==> src/rtl/usb_tx_pkg.sv <==
// Shared types and constants for the USB full-speed token transmitter.
package usb_tx_pkg;

    // One state per packet field, plus the two EOP phases.
    typedef enum logic [2:0] {
        ST_IDLE,
        ST_SYNC,
        ST_PID,
        ST_ADDR,
        ST_ENDP,
        ST_CRC,
        ST_EOP_SE0,
        ST_EOP_J
    } tx_state_t;

    // Raw bits per field (before stuffing).
    localparam int SYNC_BITS = 8;
    localparam int PID_BITS  = 8;
    localparam int ADDR_BITS = 7;
    localparam int ENDP_BITS = 4;
    localparam int CRC_BITS  = 5;

    // SYNC as sent LSB first: seven 0s then a 1.
    localparam logic [7:0] SYNC_PATTERN = 8'b1000_0000;

    // CRC5 = x^5 + x^2 + 1, register seeded with all ones.
    localparam logic [4:0] CRC5_POLY = 5'b00101;
    localparam logic [4:0] CRC5_INIT = 5'b11111;

    // Token PID codes.
    localparam logic [3:0] PID_OUT   = 4'h1;
    localparam logic [3:0] PID_IN    = 4'h9;
    localparam logic [3:0] PID_SOF   = 4'h5;
    localparam logic [3:0] PID_SETUP = 4'hD;

    // Shift one data bit into the CRC5 register (MSB-feedback form).
    function automatic logic [4:0] crc5_next(input logic [4:0] crc, input logic bit_in);
        return {crc[3:0], 1'b0} ^ (((crc[4] ^ bit_in) == 1'b1) ? CRC5_POLY : 5'b00000);
    endfunction

    // Index of the last raw bit of a data field.
    function automatic logic [7:0] last_index(input tx_state_t s);
        case (s)
            ST_SYNC: return 8'(SYNC_BITS - 1);
            ST_PID:  return 8'(PID_BITS - 1);
            ST_ADDR: return 8'(ADDR_BITS - 1);
            ST_ENDP: return 8'(ENDP_BITS - 1);
            ST_CRC:  return 8'(CRC_BITS - 1);
            default: return 8'd0;
        endcase
    endfunction

    // Field that follows a data field.
    function automatic tx_state_t field_after(input tx_state_t s);
        case (s)
            ST_SYNC: return ST_PID;
            ST_PID:  return ST_ADDR;
            ST_ADDR: return ST_ENDP;
            ST_ENDP: return ST_CRC;
            ST_CRC:  return ST_EOP_SE0;
            default: return ST_IDLE;
        endcase
    endfunction

endpackage

==> src/rtl/usb_stuff_nrzi_enc.sv <==
// Bit stuffer and NRZI encoder. Counts consecutive raw 1s, forces a stuffed 0
// (and asks the field FSM to hold) after STUFF_LIMIT of them, and tracks the
// NRZI line level. The line returns to J (1) whenever no packet bits flow.
module usb_stuff_nrzi_enc #(
    parameter int STUFF_LIMIT = 6
) (
    input  logic gclk,
    input  logic reset,
    input  logic data_en,   // a raw field bit is being sent this cycle
    input  logic stuff_en,  // a stuffed 0 may be inserted this cycle
    input  logic raw_bit,
    output logic line,      // line level for this bit time
    output logic hold       // this bit time carries a stuffed 0
);

    localparam int ONES_W = $clog2(STUFF_LIMIT + 1);

    logic [ONES_W-1:0] ones_cnt;
    logic              prev_line;

    // A stuff is due once the run of 1s reaches the limit; a raw 0 or a
    // stuffed 0 toggles the line, a raw 1 holds it.
    assign hold = stuff_en && (ones_cnt == ONES_W'(STUFF_LIMIT));
    assign line = (hold || !raw_bit) ? ~prev_line : prev_line;

    // Advance the ones-counter and line level; park at J outside packets.
    always_ff @(posedge gclk) begin
        if (reset) begin
            prev_line <= 1'b1;
            ones_cnt  <= '0;
        end else if (hold) begin
            prev_line <= line;
            ones_cnt  <= '0;
        end else if (data_en) begin
            prev_line <= line;
            ones_cnt  <= raw_bit ? ones_cnt + ONES_W'(1) : '0;
        end else if (!stuff_en) begin
            prev_line <= 1'b1;
            ones_cnt  <= '0;
        end
    end

endmodule

==> src/rtl/usb_token_tx.sv <==
// USB full-speed token packet transmitter: latches PID/address/endpoint,
// serializes SYNC, PID, ADDR, ENDP, CRC5 and EOP, and drives the bit-stuffed
// NRZI line one bit per gclk.
module usb_token_tx
    import usb_tx_pkg::*;
#(
    parameter int EOP_SE0_BITS = 2,
    parameter int STUFF_LIMIT  = 6
) (
    input  logic       gclk,
    input  logic       reset,
    input  logic       start_txd,
    input  logic [3:0] pid,
    input  logic [6:0] dev_address,
    input  logic [3:0] end_point_address,
    output logic       tx_data_out,
    output logic       tx_se0,
    output logic       tx_data_valid,
    output logic       busy,
    output logic       done
);

    tx_state_t  state, state_nxt;
    logic [7:0] bit_cnt, bit_cnt_nxt;
    logic       done_r;

    logic [3:0] pid_r;
    logic [6:0] addr_r;
    logic [3:0] endp_r;
    logic [4:0] crc_r;
    logic [7:0] pid_byte;

    logic       raw_bit;
    logic       data_en;
    logic       stuff_en;
    logic       hold;
    logic       enc_line;

    assign pid_byte = {~pid_r, pid_r};

    // The state names the bit currently on the line; the stuff window
    // extends into the first EOP_SE0 slot so a stuff owed after CRC lands there.
    assign data_en  = (state == ST_SYNC) || (state == ST_PID) || (state == ST_ADDR) ||
                      (state == ST_ENDP) || (state == ST_CRC);
    assign stuff_en = data_en || (state == ST_EOP_SE0);

    // State, field bit counter and done pulse registers.
    always_ff @(posedge gclk) begin
        // NOTE: non-blocking assignments keep every register sampling the
        // pre-edge values, so the order of statements here does not matter.
        if (reset) begin
            state   <= ST_IDLE;
            bit_cnt <= '0;
            done_r  <= 1'b0;
        end else begin
            state   <= state_nxt;
            bit_cnt <= bit_cnt_nxt;
            done_r  <= (state == ST_EOP_J);
        end
    end

    // Latch the token on accept and run CRC5 over ADDR+ENDP in send order.
    always_ff @(posedge gclk) begin
        // NOTE: these datapath registers carry no reset; they are always
        // loaded on packet accept before anything reads them.
        if (state == ST_IDLE && start_txd) begin
            pid_r  <= pid;
            addr_r <= dev_address;
            endp_r <= end_point_address;
            crc_r  <= CRC5_INIT;
        end else if ((state == ST_ADDR || state == ST_ENDP) && !hold) begin
            crc_r  <= crc5_next(crc_r, raw_bit);
        end
    end

    // Select the raw bit for the current field position (CRC complemented, MSB first).
    always_comb begin
        // NOTE: a default on every path keeps this purely combinational;
        // an unassigned branch would otherwise infer a latch.
        raw_bit = 1'b1;
        case (state)
            ST_SYNC: raw_bit = SYNC_PATTERN[bit_cnt[2:0]];
            ST_PID:  raw_bit = pid_byte[bit_cnt[2:0]];
            ST_ADDR: raw_bit = addr_r[bit_cnt[2:0]];
            ST_ENDP: raw_bit = endp_r[bit_cnt[1:0]];
            ST_CRC:  raw_bit = ~crc_r[3'd4 - bit_cnt[2:0]];
            default: raw_bit = 1'b1;
        endcase
    end

    // Next-state logic: fields advance only on non-stuffed bit times.
    always_comb begin
        state_nxt   = state;
        bit_cnt_nxt = bit_cnt;
        case (state)
            ST_IDLE: begin
                if (start_txd) begin
                    state_nxt   = ST_SYNC;
                    bit_cnt_nxt = '0;
                end
            end
            ST_SYNC, ST_PID, ST_ADDR, ST_ENDP, ST_CRC: begin
                if (!hold) begin
                    if (bit_cnt == last_index(state)) begin
                        state_nxt   = field_after(state);
                        bit_cnt_nxt = '0;
                    end else begin
                        bit_cnt_nxt = bit_cnt + 8'd1;
                    end
                end
            end
            ST_EOP_SE0: begin
                if (!hold) begin
                    if (bit_cnt == 8'(EOP_SE0_BITS - 1)) begin
                        state_nxt   = ST_EOP_J;
                        bit_cnt_nxt = '0;
                    end else begin
                        bit_cnt_nxt = bit_cnt + 8'd1;
                    end
                end
            end
            ST_EOP_J: state_nxt = ST_IDLE;
            default:  state_nxt = ST_IDLE;
        endcase
    end

    usb_stuff_nrzi_enc #(
        .STUFF_LIMIT(STUFF_LIMIT)
    ) u_enc (
        .gclk    (gclk),
        .reset   (reset),
        .data_en (data_en),
        .stuff_en(stuff_en),
        .raw_bit (raw_bit),
        .line    (enc_line),
        .hold    (hold)
    );

    // Line drivers: J when idle or in EOP_J, SE0 during EOP, NRZI otherwise.
    always_comb begin
        tx_data_out = 1'b1;
        tx_se0      = 1'b0;
        case (state)
            ST_IDLE, ST_EOP_J: tx_data_out = 1'b1;
            ST_EOP_SE0: begin
                if (hold) begin
                    tx_data_out = enc_line;
                end else begin
                    tx_data_out = 1'b0;
                    tx_se0      = 1'b1;
                end
            end
            default: tx_data_out = enc_line;
        endcase
    end

    assign busy          = (state != ST_IDLE);
    assign tx_data_valid = busy;
    assign done          = done_r;

endmodule

==> config.mk <==
export PLATFORM = sky130hd
export DESIGN_NAME = usb_token_tx
export DESIGN_NICKNAME = d
export VERILOG_FILES = /design/src/rtl/usb_tx_pkg.sv /design/src/rtl/usb_stuff_nrzi_enc.sv /design/src/rtl/usb_token_tx.sv
export SDC_FILE = /design/constraint.sdc
export NUM_CORES = 1
export LEC_CHECK = 0
export ABC_AREA = 0
export CORE_ASPECT_RATIO = 0.9
export CORE_MARGIN = 2
export CORE_UTILIZATION = 30
export CTS_BUF_LIST = sky130_fd_sc_hd__clkbuf_16
export DETAILED_ROUTE_END_ITERATION = 12
export GPL_TIMING_DRIVEN = 0
export SLEW_MARGIN = 20
export SYNTH_ARGS = -nofsm -noshare
export SYNTH_HDL_FRONTEND = slang
export SYNTH_HIERARCHICAL = 1
export SYNTH_SLANG_ARGS = --single-unit
==> constraint.sdc <==
create_clock -name gclk -period 7.5 [get_ports gclk]
set_input_delay 1.5 -clock gclk [delete_from_list [all_inputs] [get_ports gclk]]
set_output_delay 1.5 -clock gclk [all_outputs]
set_load 0.05 [all_outputs]
# --- After elaboration in Yosys (flattened, before gate mapping) ---
# Memories as Yosys holds them, arrays and structs flattened. A register that Yosys moved wholly into a read port is not among the register bits.
# Index checks and enable logic that the tools add are counted.
totals:
  word_cells: 99
  in_bits: 18
  mem_count: 1
  mem_bits_ro: 8
  reg_bits: 36
op_classes:
  n_lt_le_gt_ge: 3
  bitwise: 5
  n_mux: 40
  n_addsub: 3
  n_reduce_logical: 21
  n_eq_ne: 17
mem_list:
  columns: ["name", "depth", "width", "rd", "rd_ports_with_merged_regs", "write_ports", "line_no", "rtl"]
  rows:
  - ["(no name shown)", 8, 1, 1, 1, 0, "usb_token_tx.sv:82", "ST_SYNC: raw_bit = SYNC_PATTERN[bit_cnt[2:0]];"]
op_table:
  columns: ["cell", "count"]
  rows:
  - ["8-bit two-way mux", 7]
  - ["3-bit two-way mux", 11]
  - ["3-bit case mux with 4 select lines", 2]
  - ["8-bit case mux with 3 select lines", 1]
  - ["3-bit == test, second input constant", 5]
  - ["3-bit case mux with 5 select lines", 1]
  - ["1-bit two-way mux", 12]
  - ["2-bit != test, second input constant", 5]
  - ["1-bit binary-select mux with 3-bit select", 3]
  - ["8-bit by 1-bit adder with 8-bit output, second input constant", 1]
  - ["8-bit by 1-bit == test with 1-bit output, second input constant", 1]
  - ["8-bit == test", 1]
  - ["3-bit by 4-bit < comparator with 1-bit output, second input constant", 2]
  - ["1-bit logical OR", 7]
  - ["3-bit by 2-bit == test with 1-bit output, second input constant", 2]
  - ["3-bit nonzero test", 2]
  - ["2-bit OR reduction", 3]
  - ["1-bit case mux with 5 select lines", 1]
  - ["5-bit AND reduction", 1]
  - ["5-bit OR reduction", 1]
  - ["5-bit by 3-bit bitwise XOR with 5-bit output", 1]
  - ["4-bit inverter", 1]
  - ["4-bit AND reduction", 1]
  - ["3-bit by 1-bit adder with 3-bit output, second input constant", 1]
  - ["12 further kinds", 16]

# --- Depth between registers and ports, before layout ---
logic_depth:
  ltp_word: 15
  depth_mapped: 11
  ltp_nobuf: 10

# --- Modules after synthesis ---
# Netlist, hierarchy kept.
modules_own_cells:
  columns: ["module", "instances", "area_per_inst_um2", "cells_each"]
  rows:
  - ["usb_token_tx", 1, 1770.4, 189]
  - ["usb_stuff_nrzi_enc", 1, 241.5, 26]

# --- Least setup slack after synthesis ---
# No wires, ideal clock.
synth_timing:
  kind: "register -> output"
  from: "reg bit_cnt[0]"
  to: "out tx_data_out"
  stages_incl_launch_ff: 12
  path_buffers: 1
  slack_ps: 3648
  t_arrival_ps: 2352
  cell_sequence: "dfxtp_1 buf_2 inv_1 ha_1 mux4_2 inv_1 o21ai_1 nand4_1 nand2_1 xor2_1 o21ai_0 nand2_1"
synth_between:
  elab_chain_cells: 10
  elab_cells_between_ends: 16
synth_lines:
  columns: ["item", "line_no", "rtl"]
  rows:
  - ["start, declared", "usb_token_tx.sv:24", "logic [7:0] bit_cnt, bit_cnt_nxt;"]
  - ["start signal, assigned", "usb_token_tx.sv:57", "bit_cnt <= bit_cnt_nxt;"]
  - ["3-bit subtractor", "usb_token_tx.sv:86", "ST_CRC: raw_bit = ~crc_r[3'd4 - bit_cnt[2:0]];"]
  - ["1-bit binary-select mux with 3-bit select", "usb_token_tx.sv:86", null]
  - ["1-bit two-way mux (implied by the code)", "usb_token_tx.sv:86", null]
  - ["1-bit inverter", "usb_token_tx.sv:86", null]
  - ["1-bit case mux with 5 select lines *", "usb_token_tx.sv:81", "case (state)"]
  - ["net raw_bit", "usb_token_tx.sv:33", "logic raw_bit;"]
  - ["1-bit zero test *", "usb_stuff_nrzi_enc.sv:24", "assign line = (hold || !raw_bit) ? ~prev_line : prev_line;"]
  - ["1-bit logical OR *", "usb_stuff_nrzi_enc.sv:24", null]
  - ["1-bit two-way mux *", "usb_stuff_nrzi_enc.sv:24", null]
  - ["net enc_line", "usb_token_tx.sv:37", "logic enc_line;"]
  - ["1-bit two-way mux", "usb_token_tx.sv:146", "if (hold) begin"]
  - ["1-bit case mux with 2 select lines *", "usb_token_tx.sv:143", "case (state)"]
  - ["end, declared", "usb_token_tx.sv:16", "output logic tx_data_out,"]
# The timed path passes the listed nets; every way through them passes the cells marked *. The select of a mux whose other input is x is not followed.

# --- Worst setup path in the final report ---
# Same ends and word-level chain as after synthesis.

==> flow_metrics.env <==
export IMPL_final_area_um2=2490
export IMPL_worstMarginPinSlew_ps=590
export IMPL_grt_pass1_wl_mm=6.97
export IMPL_dp_hpwl_mm=3.06
export IMPL_synth_seq_cells=37
export IMPL_final_max_slew_viol_count=0
export IMPL_finalSetupViolCount=0
export IMPL_utilization=0.381
export IMPL_cts_tree="built"
export IMPL_postRouteAntennaNets=0
export IMPL_yosysSeqAreaShare=0.443
export IMPL_first_global_vias=1484
export IMPL_startpoint="bit_cnt[0]$_SDFFE_PP0P_"
export IMPL_final_nets=267
export IMPL_worstSetupPathType="flop to output port"
export IMPL_synth_xor_area_frac=0.0603
export IMPL_p_leak_nw=0.848
export IMPL_initial_utilization=0.307
export IMPL_port_buffers=22
export IMPL_synthAdderAreaFrac=0.0311
export IMPL_ir_drop_mv=0.109
export IMPL_synth_area_mux_share=0.0535
export IMPL_avgViaCountPerCell=4.93
export IMPL_synth_top_family_by_area="simple AND/OR/NAND/NOR gates"
export IMPL_synth_cell_type_count=45
export IMPL_instances_no_fill=335
export IMPL_cap_violations=0
export IMPL_insertion_delay_ps=290
export IMPL_synth_ff_type="dfxtp_1"
export IMPL_drive_above_1_share=0.0980
export IMPL_yosysWarnings=6
export IMPL_status="finished clean"
export IMPL_die_area_um2=7380
export IMPL_fp_dieW_um=90.3
export IMPL_drt_total_wl_mm=4.08
export IMPL_clkPwrFrac=0.271
export IMPL_placed_area_um2=2340
export IMPL_fin_crit_sh=0.674
export IMPL_avgRoutedWirePerCell_um=12.2
export IMPL_grt_max_degree=18
export IMPL_synthSimpleGateAreaFrac=0.230
export IMPL_p_sw_frac=0.377
export IMPL_grt_overflow=0
export IMPL_area_delta_synth_final_pct=24.0
export IMPL_required_ps=6000
export IMPL_cts_hold_buf=0
export IMPL_synth_compound_area_frac=0.135
export IMPL_p_seq_frac=0.348
export IMPL_intPower_w=0.000488
export IMPL_hold_start="crc_r[2]$_SDFFE_PP1P_"
export IMPL_cts_made_buffers=5
export IMPL_cts_buffer_depth=2
export IMPL_hold_violations=0
export IMPL_numClockSinks=37
export IMPL_core_um2=6550
export IMPL_synth_cell_area_um2=2010
export IMPL_htree_levels=2
export IMPL_diodes=0
export IMPL_critPathLaunchType="flop"
export IMPL_power_switching_w=0.000295
export IMPL_cp_max_fo=10
export IMPL_avgSynthCellArea_um2=9.36
export IMPL_timing_fmax_mhz=198
export IMPL_synthCells=215
export IMPL_fin_tns_setup_ps=0
export IMPL_drcViolationCount=0
export IMPL_post_cts_buffers=0
export IMPL_root_buffer="clkbuf_16"
export IMPL_synth_edf_count=15
export IMPL_timing_rr_start="state[0]$_SDFFE_PP0P_"
export IMPL_power_frac_comb=0.381
export IMPL_die_y_um=81.7
export IMPL_end_kind="output port"
export IMPL_arrival_ps=3560
export IMPL_power_density_nw_per_um2=314
export IMPL_rsz0062_at_grt="false"
export IMPL_synth_nets=238
export IMPL_final_min_clock_period_ps=5060
export IMPL_clk_pin_slew_ps=60
export IMPL_vias=1651
export IMPL_routabilityCongestion=0.839
export IMPL_ioPinCount=23
export IMPL_maxSlewHeadroom=0.606
export IMPL_track_usage=0.120
export IMPL_holdCritPathClass="flop to flop"
export IMPL_clock_skew_ps=6.27
export IMPL_cts_resized=0
export IMPL_drt_first_pass_iters=4
export IMPL_place_inst=327
export IMPL_antenna_found_initial=0
export IMPL_rows=28
export IMPL_dr_first_iter_drc_count=85
export IMPL_synthArstFlopShare=0
-- flip-flops by register name, indices dropped and copies added (netlist names), named ones only --
name	cells
crc_r	5
endp_r	4
state	3
bit_cnt	8
pid_r	4
u_enc/prev_line	1
done	1
u_enc/ones_cnt	3
addr_r	7
-- final timing paths --
check / end / slack, ps / cells past startpoint
max reg2reg: flop / 4410 / 11
max: tx_data_out / 2440 / 12
min reg2reg: crc_r[3]$_SDFFE_PP1P_ / 490 / 2
min: crc_r[3]$_SDFFE_PP1P_ / 490 / 2
-- power by group through the flow --
stage               clock network (W)  logic [W]  registers, W
floorplan                           0   0.000226      0.000271
global placement                    0   0.000298      0.000276
detailed placement                  0   0.000299      0.000277
CTS                          0.000215   0.000300      0.000273
global route                 0.000227   0.000333      0.000277
finish                       0.000212   0.000299      0.000272
-- metal layers --
| layer | share of wire | GRT usage | vias up |
|---|---|---|---|
| met2 | 0.42 | 0.194 | 32 |
| met4 | 0.010 | 0.0415 | 0 |
| met1 | 0.52 | 0.156 | 785 |
| met5 | 0 | 0 | - |
| li1 | - | - | 829 |
| met3 | 0.045 | 0.0339 | 5 |
-- synthesized netlist by cell type, types with 3 or more instances --
library cell / count / share of area
a31oi_1: 3 / 0.0093
nand3_1: 11 / 0.027
xnor2_1: 5 / 0.022
nand3b_1: 4 / 0.015
nand2_1: 27 / 0.050
a21oi_1: 12 / 0.030
and2_1: 3 / 0.0093
inv_1: 9 / 0.017
ha_1: 5 / 0.031
edfxtp_1: 15 / 0.22
a311oi_1: 4 / 0.017
nand2b_1: 5 / 0.016
nor2b_1: 3 / 0.0093
nand4_1: 4 / 0.012
nor2_1: 13 / 0.024
clkbuf_1: 5 / 0.0093
o21ai_1: 6 / 0.015
xor2_1: 7 / 0.030
nand4b_1: 3 / 0.013
nor3_1: 6 / 0.015
mux4_2: 3 / 0.034
o211ai_1: 5 / 0.019
dfxtp_1: 22 / 0.22
o21ai_0: 8 / 0.020
mux2i_1: 4 / 0.020
buf_2: 4 / 0.010
-- stage by stage --
| stage | hold WS [ps] | setup slack, ps | power, W |
|---|---|---|---|
| global route | 510 | 2170 | 0.000836 |
| global placement | 460 | 2730 | 0.000574 |
| floorplan | 449 | 3650 | 0.000497 |
| CTS | 491 | 2400 | 0.000788 |
| detailed placement | 480 | 2720 | 0.000576 |
| finish | 486 | 2440 | 0.000783 |
-- cell type report --
cell class | count | area (um^2)
plain buffers | 11 | 57.6
inverters | 10 | 37.5
flip-flops and latches | 37 | 891
clock inverters | 3 | 25.0
multi-input cells | 157 | 1030
clock buffers | 5 | 125
repair buffers | 22 | 220
well taps | 90 | 113
fillers | 684 | 4060
-- worst max-delay path, cell delays in order, from the launching register on --
cell             delay [ps]
dfxtp_1                 520
buf_2                   280
inv_1                   130
ha_1                    350
mux4_2                  220
inv_1                    40
o21ai_1                 110
nand4_1                 330
nand2_1                 180
xor2_1                  140
o21ai_0                  90
nand2_1                  80
clkdlybuf4s50_1         800
-- cell families (layout without fill, tap and decap cells) --
group / after synthesis / count (layout)
AO/OA/AOI/OAI: 44 / 44
XOR/XNOR: 13 / 13
adder cells (fa/ha/maj): 5 / 5
buffers and inverters: 21 / 51
flip-flops: 37 / 37
multiplexers: 7 / 7
AND/OR/NAND/NOR: 88 / 88
-- layout by cell type (no fill, tap or decap), types with 3 or more instances in the layout --
| cell type | n |
|---|---|
| buf_2 | 4 |
| o21ai_1 | 6 |
| inv_1 | 9 |
| a311oi_1 | 4 |
| ha_1 | 5 |
| xor2_1 | 7 |
| and2_1 | 3 |
| o211ai_1 | 5 |
| o21ai_0 | 8 |
| nand4_1 | 4 |
| edfxtp_1 | 15 |
| clkbuf_16 | 5 |
| clkdlybuf4s50_1 | 22 |
| nand3b_1 | 4 |
| mux2i_1 | 4 |
| mux4_2 | 3 |
| nor3_1 | 6 |
| nand2_1 | 27 |
| nand2b_1 | 5 |
| clkbuf_1 | 5 |
| nand3_1 | 11 |
| a31oi_1 | 3 |
| nand4b_1 | 3 |
| nor2_1 | 13 |
| a21oi_1 | 12 |
| nor2b_1 | 3 |
| dfxtp_1 | 22 |
| xnor2_1 | 5 |
Note: power is estimated with default switching activity, not from simulation.
